## src/rtl/snn_axil_pkg.sv

```systemverilog
// rtl/snn_axil_pkg.sv - shared state, response and register-map definitions for the AXI4-Lite config master
package snn_axil_pkg;

  typedef enum logic [2:0] {
    S_IDLE  = 3'd0,
    S_WRITE = 3'd1,
    S_WRESP = 3'd2,
    S_READ  = 3'd3,
    S_RDATA = 3'd4,
    S_RESP  = 3'd5
  } state_t;

  localparam logic [1:0] AXI_OKAY   = 2'b00;
  localparam logic [1:0] AXI_EXOKAY = 2'b01;
  localparam logic [1:0] AXI_SLVERR = 2'b10;
  localparam logic [1:0] AXI_DECERR = 2'b11;

  localparam logic [7:0] REG_CTRL      = 8'h00;
  localparam logic [7:0] REG_CONFIG    = 8'h04;
  localparam logic [7:0] REG_LEAK      = 8'h08;
  localparam logic [7:0] REG_THRESH    = 8'h0C;
  localparam logic [7:0] REG_REFRAC    = 8'h10;
  localparam logic [7:0] REG_STATUS    = 8'h14;
  localparam logic [7:0] REG_SPIKE_CNT = 8'h18;

  localparam logic [15:0] LAT_MAX = 16'hFFFF;

  function automatic logic [15:0] lat_inc(input logic [15:0] v);
    return (v == LAT_MAX) ? v : v + 16'd1;
  endfunction

endpackage

```

## src/rtl/snn_axil_cfg_master.sv

```systemverilog
// rtl/snn_axil_cfg_master.sv - single-outstanding AXI4-Lite master driven by a cmd/rsp port
module snn_axil_cfg_master
  import snn_axil_pkg::*;
#(
  parameter int C_M00_AXI_DATA_WIDTH = 32,
  parameter int C_M00_AXI_ADDR_WIDTH = 8
) (
  input  logic                              m00_axi_aclk,
  input  logic                              m00_axi_areset,
  input  logic                              cmd_valid,
  output logic                              cmd_ready,
  input  logic                              cmd_write,
  input  logic [C_M00_AXI_ADDR_WIDTH-1:0]   cmd_addr,
  input  logic [C_M00_AXI_DATA_WIDTH-1:0]   cmd_wdata,
  input  logic [C_M00_AXI_DATA_WIDTH/8-1:0] cmd_wstrb,
  output logic                              rsp_valid,
  input  logic                              rsp_ready,
  output logic [C_M00_AXI_DATA_WIDTH-1:0]   rsp_rdata,
  output logic [1:0]                        rsp_resp,
  output logic [15:0]                       rsp_latency,
  output logic                              busy,
  output logic [C_M00_AXI_ADDR_WIDTH-1:0]   m00_axi_awaddr,
  output logic [2:0]                        m00_axi_awprot,
  output logic                              m00_axi_awvalid,
  input  logic                              m00_axi_awready,
  output logic [C_M00_AXI_DATA_WIDTH-1:0]   m00_axi_wdata,
  output logic [C_M00_AXI_DATA_WIDTH/8-1:0] m00_axi_wstrb,
  output logic                              m00_axi_wvalid,
  input  logic                              m00_axi_wready,
  input  logic [1:0]                        m00_axi_bresp,
  input  logic                              m00_axi_bvalid,
  output logic                              m00_axi_bready,
  output logic [C_M00_AXI_ADDR_WIDTH-1:0]   m00_axi_araddr,
  output logic [2:0]                        m00_axi_arprot,
  output logic                              m00_axi_arvalid,
  input  logic                              m00_axi_arready,
  input  logic [C_M00_AXI_DATA_WIDTH-1:0]   m00_axi_rdata,
  input  logic [1:0]                        m00_axi_rresp,
  input  logic                              m00_axi_rvalid,
  output logic                              m00_axi_rready
);

  localparam int AW = C_M00_AXI_ADDR_WIDTH;
  localparam int DW = C_M00_AXI_DATA_WIDTH;
  localparam logic [AW-1:0] ADDR_MASK = {{(AW-2){1'b1}}, 2'b00};

  state_t            r_state;
  state_t            w_state_nx;
  logic [AW-1:0]     r_addr;
  logic [DW-1:0]     r_wdata;
  logic [DW/8-1:0]   r_wstrb;
  logic              r_awvalid, r_wvalid, r_aw_done, r_w_done, r_bready;
  logic              r_arvalid, r_rready;
  logic              r_rsp_valid;
  logic [DW-1:0]     r_rsp_rdata;
  logic [1:0]        r_rsp_resp;
  logic [15:0]       r_lat, r_rsp_lat;

  logic w_accept, w_aw_hs, w_w_hs, w_b_hs, w_ar_hs, w_r_hs;
  logic w_aw_done_nx, w_w_done_nx, w_cnt_en;

  assign w_accept     = (r_state == S_IDLE) && cmd_valid;
  assign w_aw_hs      = r_awvalid && m00_axi_awready;
  assign w_w_hs       = r_wvalid && m00_axi_wready;
  assign w_aw_done_nx = r_aw_done || w_aw_hs;
  assign w_w_done_nx  = r_w_done || w_w_hs;
  assign w_b_hs       = (r_state == S_WRESP) && r_bready && m00_axi_bvalid;
  assign w_ar_hs      = r_arvalid && m00_axi_arready;
  assign w_r_hs       = (r_state == S_RDATA) && r_rready && m00_axi_rvalid;
  assign w_cnt_en     = (r_state == S_WRITE) || (r_state == S_WRESP) ||
                        (r_state == S_READ)  || (r_state == S_RDATA);

  always_ff @(posedge m00_axi_aclk) begin
    if (m00_axi_areset) r_state <= S_IDLE;
    else                r_state <= w_state_nx;
  end

  always_comb begin
    w_state_nx = r_state;
    case (r_state)
      S_IDLE:  if (cmd_valid) w_state_nx = cmd_write ? S_WRITE : S_READ;
      S_WRITE: if (w_aw_done_nx && w_w_done_nx) w_state_nx = S_WRESP;
      S_WRESP: if (w_b_hs) w_state_nx = S_RESP;
      S_READ:  if (w_ar_hs) w_state_nx = S_RDATA;
      S_RDATA: if (w_r_hs) w_state_nx = S_RESP;
      S_RESP:  if (rsp_ready) w_state_nx = S_IDLE;
      default: w_state_nx = S_IDLE;
    endcase
  end

  always_comb begin
    cmd_ready = 1'b0;
    busy      = 1'b1;
    if (r_state == S_IDLE) begin
      cmd_ready = 1'b1;
      busy      = 1'b0;
    end
  end

  // Capture registers, per-channel valids and the response latch.
  always_ff @(posedge m00_axi_aclk) begin
    if (m00_axi_areset) begin
      r_addr      <= '0;
      r_wdata     <= '0;
      r_wstrb     <= '0;
      r_awvalid   <= 1'b0;
      r_wvalid    <= 1'b0;
      r_aw_done   <= 1'b0;
      r_w_done    <= 1'b0;
      r_bready    <= 1'b0;
      r_arvalid   <= 1'b0;
      r_rready    <= 1'b0;
      r_rsp_valid <= 1'b0;
      r_rsp_rdata <= '0;
      r_rsp_resp  <= AXI_OKAY;
      r_lat       <= '0;
      r_rsp_lat   <= '0;
    end else begin
      if (w_accept) begin
        r_addr    <= cmd_addr & ADDR_MASK;
        r_wdata   <= cmd_wdata;
        r_wstrb   <= cmd_wstrb;
        r_awvalid <= cmd_write;
        r_wvalid  <= cmd_write;
        r_arvalid <= !cmd_write;
        r_aw_done <= 1'b0;
        r_w_done  <= 1'b0;
        r_lat     <= '0;
      end
      if (w_cnt_en) r_lat <= lat_inc(r_lat);
      if (r_state == S_WRITE) begin
        if (w_aw_hs) begin
          r_awvalid <= 1'b0;
          r_aw_done <= 1'b1;
        end
        if (w_w_hs) begin
          r_wvalid <= 1'b0;
          r_w_done <= 1'b1;
        end
        if (w_aw_done_nx && w_w_done_nx) r_bready <= 1'b1;
      end
      if (w_b_hs) begin
        r_bready    <= 1'b0;
        r_rsp_valid <= 1'b1;
        r_rsp_rdata <= '0;
        r_rsp_resp  <= m00_axi_bresp;
        r_rsp_lat   <= lat_inc(r_lat);
      end
      if ((r_state == S_READ) && w_ar_hs) begin
        r_arvalid <= 1'b0;
        r_rready  <= 1'b1;
      end
      if (w_r_hs) begin
        r_rready    <= 1'b0;
        r_rsp_valid <= 1'b1;
        r_rsp_rdata <= m00_axi_rdata;
        r_rsp_resp  <= m00_axi_rresp;
        r_rsp_lat   <= lat_inc(r_lat);
      end
      if ((r_state == S_RESP) && rsp_ready) r_rsp_valid <= 1'b0;
    end
  end

  assign m00_axi_awaddr  = r_addr;
  assign m00_axi_araddr  = r_addr;
  assign m00_axi_awprot  = 3'b000;
  assign m00_axi_arprot  = 3'b000;
  assign m00_axi_awvalid = r_awvalid;
  assign m00_axi_wdata   = r_wdata;
  assign m00_axi_wstrb   = r_wstrb;
  assign m00_axi_wvalid  = r_wvalid;
  assign m00_axi_bready  = r_bready;
  assign m00_axi_arvalid = r_arvalid;
  assign m00_axi_rready  = r_rready;
  assign rsp_valid       = r_rsp_valid;
  assign rsp_rdata       = r_rsp_rdata;
  assign rsp_resp        = r_rsp_resp;
  assign rsp_latency     = r_rsp_lat;

endmodule

```

## config.mk

```make
export PLATFORM = sky130hd
export DESIGN_NAME = snn_axil_cfg_master
export DESIGN_NICKNAME = d
export VERILOG_FILES = /design/src/rtl/snn_axil_pkg.sv /design/src/rtl/snn_axil_cfg_master.sv
export SDC_FILE = /design/constraint.sdc
export NUM_CORES = 1
export LEC_CHECK = 0
export ABC_AREA = 1
export CORE_MARGIN = 2
export CORE_UTILIZATION = 37
export DETAILED_ROUTE_END_ITERATION = 8
export PLACE_DENSITY = 0.71
export SYNTH_ARGS = -nofsm -noshare
export SYNTH_HDL_FRONTEND = slang
export SYNTH_SLANG_ARGS = --single-unit
```

## constraint.sdc

```tcl
create_clock -name m00_axi_aclk -period 2.11 [get_ports m00_axi_aclk]
set_input_delay 0.633 -clock m00_axi_aclk [delete_from_list [all_inputs] [get_ports m00_axi_aclk]]
set_output_delay 0.633 -clock m00_axi_aclk [all_outputs]
set_load 0.05 [all_outputs]
```

==> summary.md <==
| Metric | Value |
|---|---|
| CP max-delay cell | `dfxtp_1` |
| Fraction of registers with async set/reset | `0` |
| Period utilisation layout | `0.9391` |
| First-pass GRT wire length | `21760 µm` |
| FMAX | `~500 MHz` |
| Cell area after layout | `0.007440 mm²` |
| Final setup TNS | `0 ns` |
| Power per cell area | `1144 mW/mm²` |
| Die Span Y | `~120 µm` |
| CP startpoint kind | `flop` |
| Vias per cell | `4.592` |
| Status | `completed` |
| Grt ovf | `0` |
| I/O Buffers | `just under 200` |
| Min-delay worst type | `reg -> reg` |
| Overall routing resource usage | `0.1875` |
| Syn Area/Cell | `7.281 µm²` |
| ANT nets after route | `0` |
| Gpl congestion | `0.8262` |
| Sequential share of the synthesized area | `0.4742` |
| Clock skew | `0.004714 ns` |
| Slowest stage delay, CP | `between 0.3 and 0.4 ns` |
| Yosys Warn Count | `0` |
| Setup violations, final | `0` |
| Die ar. | `approximately 0.015 mm²` |
| Leakage | `3.302 nW` |
| Synthesized area | `~0.0050 mm²` |
| Root Driver | `clkbuf_16` |
| # hold bufs at CTS | `0` |
| Std-Cell Rows | `42` |
| Worst setup path class | `reg -> out` |
| Area growth, synth to finish | `48.09%` |
| CTS max path bufs | `2` |
| Area after DPL | `0.006889 mm²` |
| Total CTS buffers | `17` |
| MaxCap Viol Count | `0` |
| Post-synthesis register bit count | `119` |
| Worst path cell trace | `inv_2 > nand2_2 > nor2_4 > inv_4 > buf_12` |
| Diodes inserted | `0` |
| Pre-antenna DRT Iters | `4` |
| Clock Latency Late Sink | `between 0.4 and 0.5 ns` |
| CP Max Fanout | `7` |
| Filler Cell Count | `~1300` |
| IO Count | `206` |
| Initial antenna violation count | `0` |
| Max VDD drop | `a little under 0.6 mV` |
| Syn Inst Count | `690` |
| Minimum clock period | `1.982 ns` |
| Average wire per standard cell | `between 10 and 15 µm` |
| Core area | `0.01324 mm²` |
| 1st-iter DRT viols | `between 200 and 300` |
| WP data required | `1.48 ns` |
| Postcts setup bufs | `0` |
| Area share of the largest cell type after synthesis | `0.4742` |
| H-tree Lvls | `4` |
| Vias | `4881` |
| Largest net degree at the start of global routing | `68` |
| Nets | `967` |
| Post-synth EDFFs | `0` |
| TritonCTS sink count | `119` |
| Layout cell share with drive strength beyond 1 | `0.1499` |
| Clock-pin slew on the worst setup and hold paths | `0.05 ns` |
| Die width | `~120 µm` |
| Wirelength, routed | `around 13000 µm` |
| Ranking of synthesized cells by area | `dfxtp_1, nand2_1, nor2_1, o21ai_0, a21oi_1` |
| Max Slew Vio Count | `0` |
| Top FF cell, synth | `dfxtp_1` |
| Most frequent cells after synthesis | `nand2_1, nor2_1, dfxtp_1, o21ai_0, a21oi_1` |
| RSZ-0062 raised after global routing | `false` |
| Hold Fails Final Rpt | `0` |
| Post-route DRC | `0` |
| Cell variety after synth | `32` |
| Element type at the critical path end | `output port` |
| DP HPWL | `9339 µm` |
| Initial core utilization | `0.3793` |
| Count leader, synth | `nand2_1` |
| Cell taking the most area after synthesis | `dfxtp_1` |
| TritonCTS clock tree | `yes` |
| Vias in the first global route | `4625` |
| Arrival time worst endpoint | `between 1 and 1.5 ns` |
## metal layers
metal | GRT usage | wire, µm
met3 | 0.07453 | 1109
met5 | 0 | 0
met2 | 0.3012 | 5941
met1 | 0.2277 | 6066
met4 | 0.06541 | 190
## kinds of logic after synthesis
kind of cell,after synthesis,share of synthesized area
other,1,0.0007465
XOR/XNOR,4,0.006973
buffers and inverters,97,0.1021
AO/OA/AOI/OAI,139,0.1435
AND/OR/NAND/NOR,329,0.2700
adder cells (fa/ha/maj),1,0.002490
flip-flops,119,0.4742
## registers in the layout, summed over array words and instances, names as in the netlist
register,count
m00_axi_araddr,6
m00_axi_arvalid,1
r_lat,16
rsp_latency,16
rsp_rdata,32
r_w_done,1
m00_axi_wstrb,4
m00_axi_wdata,32
m00_axi_bready,1
r_state,3
rsp_resp,2
r_aw_done,1
m00_axi_wvalid,1
m00_axi_awvalid,1
m00_axi_rready,1
rsp_valid,1
## final cells by class
class	count	area (µm²)	area share
Clock buffer	21	470.5	0.06324
Inverter	46	177.7	0.02388
Multi-Input combinational cell	483	2162	0.2906
Sequential cell	119	2382	0.3202
Tap cell	176	220.2	0.02960
Timing Repair Buffer	209	1902	0.2556
Clock inverter	9	125.1	0.01682
## critical path: cells and delay by family (launching register included)
| kind | cells | cell delay, ns |
|---|---|---|
| buf+inv | 3 | 0.35 |
| flops | 1 | 0.34 |
| simple gates | 2 | 0.25 |
## path summary, 6_finish.rpt
kind | startpoint | endpoint | slack (ns) | depth (start not counted)
min reg2reg | rsp_rdata[0]$_SDFFE_PP0P_ | rsp_rdata[0]$_SDFFE_PP0P_ | 0.46 | 2
min | rsp_rdata[0]$_SDFFE_PP0P_ | rsp_rdata[0]$_SDFFE_PP0P_ | 0.46 | 2
max | r_state[1]$_SDFFE_PP0P_ | busy | 0.13 | 5
max reg2reg | r_lat[0]$_SDFFE_PP0P_ | r_lat[0]$_SDFFE_PP0P_ | 0.20 | 9
## through the flow
step                      setup slack, ns  cells  hold slack [ns]  power, mW  utilization
after floorplan                    0.4213    699           0.4390      4.815            -
after CTS                          0.1084   1063           0.4594      8.606       0.5618
final                              0.1285   1063           0.4583      8.512       0.5618
after global placement            0.02281   1033           0.4482      5.754       0.5202
after detailed placement         -0.02405   1033           0.4534      5.774       0.5202
after global routing              0.01953   1063           0.4809      8.945       0.5618
## power by group
group	internal (mW)	total (mW)	switching, mW
clock	1.93	2.90	0.970
sequential	2.53	2.71	0.177
combinational	0.910	2.90	1.99
total	5.37	8.51	3.14
## what timing repair did
action	in CTS	in global routing
gates resized for setup	36	0
hold endpoints to repair	0	0
endpoints found under the setup margin	36	0
## layout by cell type, fill, tap and decap left out, drive strengths merged
master and count:
nand2 154, nor2 139, dfxtp 119, buf 87, clkdlybuf4s50 86, o21ai 75, a21oi 55, inv 46
dlygate4sd2 36, nand3 24, clkbuf 21, conb 10, nand4 7, xor2 4, clkinv 4, nor3 3
a31oi 3, bufinv 3, a211oi 3, o21bai 2, clkinvlp 2, or2 1, nand3b 1, o221ai 1
ha 1
Power figures use the tool's default switching activity.
